**config.mk**
```make
export PLATFORM = sky130hd
export DESIGN_NAME = uplink_frame_deserializer
export DESIGN_NICKNAME = d
export VERILOG_FILES = /design/src/rtl/mopshub_link_pkg.sv /design/src/rtl/uplink_frame_deserializer_frame_out_reg.sv /design/src/rtl/uplink_frame_deserializer.sv
export SDC_FILE = /design/constraint.sdc
export NUM_CORES = 1
export LEC_CHECK = 0
export ABC_AREA = 1
export CAP_MARGIN = 10
export CORE_MARGIN = 2
export CORE_UTILIZATION = 59
export CTS_CLUSTER_DIAMETER = 30
export DETAILED_ROUTE_END_ITERATION = 6
export PLACE_DENSITY = 0.89
export SETUP_SLACK_MARGIN = 0.05
export SYNTH_ARGS = -nofsm -noshare
export SYNTH_HDL_FRONTEND = slang
export SYNTH_SLANG_ARGS = --single-unit
```
**constraint.sdc**
```tcl
create_clock -name clk -period 18 [get_ports clk]
set_clock_uncertainty 0.15 [all_clocks]
set_input_delay 1.8 -clock clk [delete_from_list [all_inputs] [get_ports clk]]
set_output_delay 1.8 -clock clk [all_outputs]
set_load 0.02 [all_outputs]
```
**src/rtl/mopshub_link_pkg.sv**
```systemverilog
// Shared types and constants for the MOPSHUB serial message link.
package mopshub_link_pkg;

    localparam logic [7:0]  SYNC_BYTE = 8'hAA;
    localparam int unsigned MSG_W     = 76;
    localparam int unsigned CANID_W   = 12;
    localparam int unsigned PAYLOAD_W = 64;

    typedef enum logic [1:0] {
        ST_IDLE  = 2'd0,
        ST_DATA  = 2'd1,
        ST_CHECK = 2'd2
    } state_t;

    typedef struct packed {
        logic [CANID_W-1:0]   can_id;
        logic [PAYLOAD_W-1:0] payload;
    } msg_t;

endpackage

```
**src/rtl/uplink_frame_deserializer_frame_out_reg.sv**
```systemverilog
// Single-entry valid/ready holding register; flags a load that arrives while full and not draining.
module frame_out_reg
    import mopshub_link_pkg::*;
(
    input  logic             clk,
    input  logic             rst,
    input  logic             load,
    input  logic [MSG_W-1:0] load_data,
    input  logic             ready,
    output logic [MSG_W-1:0] data,
    output logic             valid,
    output logic             overflow_c
);

    msg_t held;

    assign overflow_c = load && valid && !ready;
    assign data       = held;

    // A load in the same cycle as a consume replaces the entry and keeps valid high.
    always_ff @(posedge clk or posedge rst) begin
        if (rst) begin
            held  <= '0;
            valid <= 1'b0;
        end else if (load && !overflow_c) begin
            held  <= msg_t'(load_data);
            valid <= 1'b1;
        end else if (valid && ready) begin
            valid <= 1'b0;
        end
    end

endmodule

```
**src/rtl/uplink_frame_deserializer.sv**
```systemverilog
// Reassembles SYNC-framed byte stream into 76-bit messages with XOR checksum,
// pad check and inter-byte timeout; good messages go out over valid/ready.
module uplink_frame_deserializer
    import mopshub_link_pkg::*;
#(
    parameter logic [7:0]  SYNC           = SYNC_BYTE,
    parameter int unsigned N_DATA_BYTES   = 10,
    parameter int unsigned TIMEOUT_CYCLES = 64,
    parameter int unsigned CNT_W          = 16
) (
    input  logic             clk,
    input  logic             rst,
    input  logic [7:0]       rx_byte,
    input  logic             rx_valid,
    output logic [MSG_W-1:0] frame_data,
    output logic             frame_valid,
    input  logic             frame_ready,
    output logic             chk_err,
    output logic             timeout_err,
    output logic             overflow_err,
    output logic [CNT_W-1:0] frame_count,
    output logic             busy
);

    localparam int unsigned SHIFT_W = N_DATA_BYTES * 8;
    localparam int unsigned CNT_BW  = $clog2(N_DATA_BYTES);
    localparam int unsigned GAP_W   = $clog2(TIMEOUT_CYCLES + 1);

    state_t               state, state_nx;
    logic [SHIFT_W-1:0]   shift_q;
    logic [7:0]           xor_q;
    logic [CNT_BW-1:0]    byte_cnt;
    logic [GAP_W-1:0]     gap_cnt;
    logic                 gap_hit_c, chk_ok_c, load_c, bad_c, ovf_c;

    always_ff @(posedge clk or posedge rst) begin
        if (rst) state <= ST_IDLE;
        else     state <= state_nx;
    end

    // Next state and per-cycle frame strobes.
    always_comb begin
        state_nx  = state;
        load_c    = 1'b0;
        bad_c     = 1'b0;
        gap_hit_c = (state != ST_IDLE) && !rx_valid &&
                    (gap_cnt == GAP_W'(TIMEOUT_CYCLES - 1));
        chk_ok_c  = (rx_byte == xor_q) && (shift_q[SHIFT_W-1:MSG_W] == '0);
        case (state)
            ST_IDLE: begin
                if (rx_valid && rx_byte == SYNC) state_nx = ST_DATA;
            end
            ST_DATA: begin
                if (gap_hit_c)
                    state_nx = ST_IDLE;
                else if (rx_valid && byte_cnt == CNT_BW'(N_DATA_BYTES - 1))
                    state_nx = ST_CHECK;
            end
            ST_CHECK: begin
                if (gap_hit_c) begin
                    state_nx = ST_IDLE;
                end else if (rx_valid) begin
                    state_nx = ST_IDLE;
                    load_c   = chk_ok_c;
                    bad_c    = !chk_ok_c;
                end
            end
            default: state_nx = ST_IDLE;
        endcase
    end

    frame_out_reg u_out (
        .clk        (clk),
        .rst        (rst),
        .load       (load_c),
        .load_data  (shift_q[MSG_W-1:0]),
        .ready      (frame_ready),
        .data       (frame_data),
        .valid      (frame_valid),
        .overflow_c (ovf_c)
    );

    // Shifter, checksum, byte/gap counters and registered status outputs.
    always_ff @(posedge clk or posedge rst) begin
        if (rst) begin
            shift_q      <= '0;
            xor_q        <= '0;
            byte_cnt     <= '0;
            gap_cnt      <= '0;
            chk_err      <= 1'b0;
            timeout_err  <= 1'b0;
            overflow_err <= 1'b0;
            frame_count  <= '0;
            busy         <= 1'b0;
        end else begin
            chk_err      <= bad_c;
            timeout_err  <= gap_hit_c;
            overflow_err <= ovf_c;
            busy         <= (state_nx != ST_IDLE);
            if (load_c && !ovf_c) frame_count <= frame_count + CNT_W'(1);
            case (state)
                ST_IDLE: begin
                    if (rx_valid && rx_byte == SYNC) begin
                        byte_cnt <= '0;
                        xor_q    <= '0;
                        gap_cnt  <= '0;
                    end
                end
                ST_DATA: begin
                    if (rx_valid) begin
                        shift_q  <= {shift_q[SHIFT_W-9:0], rx_byte};
                        xor_q    <= xor_q ^ rx_byte;
                        byte_cnt <= byte_cnt + CNT_BW'(1);
                        gap_cnt  <= '0;
                    end else begin
                        gap_cnt  <= gap_cnt + GAP_W'(1);
                    end
                end
                ST_CHECK: begin
                    if (rx_valid) gap_cnt <= '0;
                    else          gap_cnt <= gap_cnt + GAP_W'(1);
                end
                default: gap_cnt <= '0;
            endcase
        end
    end

endmodule

```
-- Word-level counts from Yosys, hierarchy flattened
Cells that the tools add are included.
- reduce and logical (&&, ||, !) cells: 22
- equality and inequality tests: 8
- multiplexer cells: 23
- add/subtract/negate cells: 3
- bitwise operators: 1
- operators by type and width (cell ; count):
    $add A16 B1 Y16 const B ; 1
    $mux W8 ; 2
    $pmux W8 S2 ; 1
    $mux W7 ; 2
    $pmux W7 S2 ; 1
    $mux W2 ; 5
    $logic_and A1 B1 Y1 ; 9
    $eq A8 B8 Y1 ; 1
    $eq A8 B8 Y1 const B ; 1
    $mux W1 ; 8
    $mux W4 ; 2
    $pmux W4 S2 ; 1
    $reduce_bool A2 Y1 ; 4
    $xor A8 B8 Y8 ; 1
    $add A7 B1 Y7 const B ; 1
    $eq A7 B6 Y1 const B ; 1
    $pmux W2 S3 ; 1
    $add A4 B1 Y4 const B ; 1
    $eq A4 B4 Y1 const B ; 1
    $logic_not A1 Y1 ; 4
    $logic_not A4 Y1 ; 1
    $ne A2 B2 Y1 const B ; 2
    $reduce_and A3 Y1 ; 1
    $eq A2 B1 Y1 const B ; 1
    other kinds (4) ; 4
- word-level logic and storage cells: 70
- register bits after elaboration: 198
- input port bits: 12

-- Longest topological paths before layout
- depth after elaboration: 10
- depth in mapped cells: 11
- mapped depth without buffers: 10

-- By module
From an unflattened synthesis, not the netlist that was laid out.
- cell total of the unflattened synthesis: 978
- area, all modules: 8559.5 um2
- modules (own cells, without submodules) (module ; cells each ; times used ; area an instance (um2) ; seq. area each (um2)):
    uplink_frame_deserializer ; 641 ; 1 ; 5482.8 ; 3027.9
    frame_out_reg ; 337 ; 1 ; 3076.7 ; 1926.8

-- Worst setup path before layout
OpenSTA, ideal clock, no wires.
- kind: input -> register
- start: input port rx_byte[0]
- end: register byte_cnt[0]
- path buffers: 1
- arrival: 2726 ps
- path slack: 14996 ps
- required time: 17722 ps
- stages: 9
- setup time: 128 ps
- cells stage by stage: inv_1 -> nand2_1 -> nor3_1 -> nand2_1 -> nand2_2 -> nand2_2 -> buf_2 -> nand2_1 -> o21ai_0
- cells in the longest elaborated chain, start to end: 4
- RTL lines (item ; line ; source):
    from (decl) ; uplink_frame_deserializer.sv:13 ; input logic [7:0] rx_byte,
    $eq A8 B8 Y1 ; uplink_frame_deserializer.sv:103 ; if (rx_valid && rx_byte == SYNC) begin
    $logic_and A1 B1 Y1 ; uplink_frame_deserializer.sv:103 ;
    $ne A2 B2 Y1 (no source line) ; - ;
    $reduce_and A3 Y1 (no source line) ; - ;
    to (signal assigned) ; uplink_frame_deserializer.sv:113 ; byte_cnt <= byte_cnt + CNT_BW'(1);
    to (decl) ; uplink_frame_deserializer.sv:32 ; logic [CNT_BW-1:0] byte_cnt;
No other way between the ends.
A chain may end at the register's enable or synchronous reset.

-- Final worst setup path
- start: input port rx_byte[4]
- end: register frame_count[4]
- cells in the longest elaborated chain, start to end: 9
- RTL lines (item ; line ; source):
    $eq A8 B8 Y1 (*) ; uplink_frame_deserializer.sv:48 ; chk_ok_c = (rx_byte == xor_q) && (shift_q[SHIFT_W-1:MSG_W] == '0);
    $logic_and A1 B1 Y1 (*) ; uplink_frame_deserializer.sv:48 ;
    $mux W1 (*) ; uplink_frame_deserializer.sv:62 ; end else if (rx_valid) begin
    $mux W1 (*) ; uplink_frame_deserializer.sv:60 ; if (gap_hit_c) begin
    $mux W1 (*) ; uplink_frame_deserializer.sv:49 ; case (state)
    $logic_and A1 B1 Y1 (2 in series) ; uplink_frame_deserializer_frame_out_reg.sv:17 ; assign overflow_c = load && valid && !ready;
    $logic_not A1 Y1 ; uplink_frame_deserializer.sv:100 ; if (load_c && !ovf_c) frame_count <= frame_count + CNT_W'(1);
    $logic_and A1 B1 Y1 (*) ; uplink_frame_deserializer.sv:100 ;
    to (signal assigned) ; uplink_frame_deserializer.sv:100 ;
    to (decl) ; uplink_frame_deserializer.sv:21 ; output logic [CNT_W-1:0] frame_count,
Mark *: on every way between the ends. The rest lies on a longest branch, timed or not.

==> flow_summary.toml <==
[setup_path]
critical-path-slowest-cell = "sky130_fd_sc_hd__nand4_4"
startpoint = "rx_byte[4]"
timing.reg2reg.worst_path_depth = 9
worstPathArrival_ns = 4.62
start_kind = "input pin"
r2r_start = "xor_q[4]"
path_max_fanout = 92
crit_end = "frame_count[4]"
critPathKind = "input pin to flip-flop"
r2r_setup_slk_ns = 14.97
crit_top_cell = "sky130_fd_sc_hd__nand2_1"
cp.required_ns = 18.17
cp_slowest_stage_delay_ns = 0.71
crit_chain = "clkdlybuf4s50_1, inv_1, nand2_1, nand2_1, nand3_1, nor2_2, nand4_4, buf_4, nor3_1, nor2_1"
reg2reg_to = "frame_count[4]"
timing.critical_path.to_type = "flip-flop"

[die]
dieWidth_um = 121
die_area_um2 = 14700
io-pin-count = 109
floorplan.core_area_um2 = 13300
floorplan.die.height_um = 121
std_cell_rows = 42
initial_core_util = 0.610

[final_layout]
layout.core_utilization = 0.741
final_common_cell = "sky130_fd_sc_hd__nand2_1"
multiInputGateArea_um2 = 2560
drive_gt1_frac = 0.0408
mostFrequentLayoutCells = "sky130_fd_sc_hd__nand2_1 (268), sky130_fd_sc_hd__dfrtp_1 (198), sky130_fd_sc_hd__inv_1 (116)"
regArea_um2 = 4950
final_nets = 1014
layoutNonFillerInstCount = 1181
area_growth_pct = 21.5
antenna-diode-count = 0
final.fill_count = 947

[synth]
synth.lib_cells_used.distinct = 31
synthCells = 902
ys_warn_count = 0
yosys_register_bits = 198
postSynthNetCount = 922
synthesis.area_um2 = 8140
synth.avg_cell_area_um2 = 9.02
yosysSeqAreaShare = 0.609

[global_routing]
grt.total_usage = 0.251
grt_overflow_total = 0
grt_start_max_net_pins = 128
first_global_vias = 6030
grt_antenna_before_repair = 0
grt_pass1_wl_um = 28700

[placed_design]
gp_congestion = 0.925
port_buffers = 108
detailedPlacementHpwl_um = 11100
placement.setup.worst_slack_ns = 13.18
dp.cells = 1151

[sta]
hold_viol_final = 0
worst-slew-pin-transition_ns = 1.00
timing.slew.headroom = 0.332
setup_viol = 0
totalNegativeSetupSlack_ns = 0
layout_worst_path_cycle_share = 0.247
timing.fmax_mhz = 225
postLayoutSetupSlackWorst_ns = 13.55
period_needed_ns = 4.45
grt_setup_unrepaired = "false"
final_max_slew_viol_count = 0
timing.hold.ws_ns = 0.318

[clock_tree]
cts_root_buffer = "sky130_fd_sc_hd__clkbuf_16"
clkTransAtPathRegs_ns = 0.07
cts_hold_repair.buffers = 0
tritoncts.num_buffers = 17
tritoncts = "built"
worstSkewPairLatency_ns = 0.44
numClockSinks = 198
ctsResizeCount = 0
postCtsSetupRepairBufs = 0
cts_buffer_depth = 2
h-tree-depth = 4

[routing]
drt-initial-drc-count = 554
routed_via_density = 5.24
routed_wirelength_normalized_by_instance_count_um = 14.5
drt_drc_violations_left = 0
routed_wirelength_um = 17200
routed_antenna_nets = 0
detailroute.via_count = 6193
firstDrtPassIters = 7

[run]
max_cap_violation_count = 0

[worst_hold_path]
hold_path.class = "flip-flop to flip-flop"

[power]
leakage_nw = 4.41
peakVddDrop_uv = 83.4
power.density_nw_per_um2 = 93.1

[status]
status = "completed"
[flip-flops by register name, summed over array words and instances, names as in the netlist, 2 cells and up]
register,count
gap_cnt,7
frame_count,16
xor_q,8
state,2
byte_cnt,4
u_out.data,76
shift_q,80
[Yosys cell counts, drive strengths merged]
cell | n | area share
clkbuf | 13 | 0.0060
a21oi | 7 | 0.0043
nand4 | 5 | 0.0046
nand3b | 4 | 0.0037
inv | 119 | 0.055
xor2 | 4 | 0.0043
ha | 8 | 0.012
nand3 | 23 | 0.014
o21a | 1 | 0.00092
clkinv | 1 | 0.00046
a32o | 1 | 0.0012
o31ai | 2 | 0.0018
a22o | 1 | 0.0011
o21ai | 171 | 0.11
nor3 | 11 | 0.0068
dfrtp | 198 | 0.61
o211ai | 8 | 0.0074
buf | 25 | 0.017
nor2 | 24 | 0.013
xnor2 | 5 | 0.0054
nand2 | 271 | 0.13
[cell type report]
class	count	share of cell area
flip-flops and latches	198	0.501
multi-input cells	546	0.259
repair buffers	111	0.112
inverters	120	0.0463
clock buffers	20	0.0442
well taps	176	0.0223
clock inverters	10	0.0158
[critical path, delay by kind of cell]
family	cells	cell delay, ns
buffers and inverters	3	1.19
and+or+nand+nor	7	1.55
[per-layer routing]
layer  global-route usage  up-vias  share of wire
met5                    0        -              0
met4                0.102        0          0.025
met3               0.0498       37          0.040
met2                0.408      167           0.50
met1                0.334     2948           0.44
li1                     -     3041              -
[power by group]
part / internal, mW / switching [mW]
clock network: 0.230 / 0.158
logic: 0.0168 / 0.0389
registers: 0.464 / 0.0120
[worst min path at each step]
stage	cells past startpoint	to	startpoint
after global placement	2	u_out.data[74]	shift_q[74]
after floorplan	2	u_out.data[72]	shift_q[72]
after global routing	2	u_out.data[74]	shift_q[74]
after CTS	2	u_out.data[74]	shift_q[74]
after detailed placement	2	u_out.data[74]	shift_q[74]
final	2	u_out.data[74]	shift_q[74]
[logic make-up after synthesis]
| group | after synthesis | synth area share |
|---|---|---|
| flops | 198 | 0.609 |
| compound gates | 191 | 0.122 |
| buf+inv | 158 | 0.0786 |
| fa+ha+maj | 8 | 0.0123 |
| simple gates | 338 | 0.168 |
| xor+xnor | 9 | 0.00969 |
[per-stage QoR]
step	total power, mW	cell area [µm²]
after floorplan	0.522	8140
after detailed placement	0.540	9300
final	0.920	9890
after CTS	0.925	9890
after global placement	0.538	9300
after global routing	0.954	9890
No activity file was read; power rests on OpenSTA's default activity.
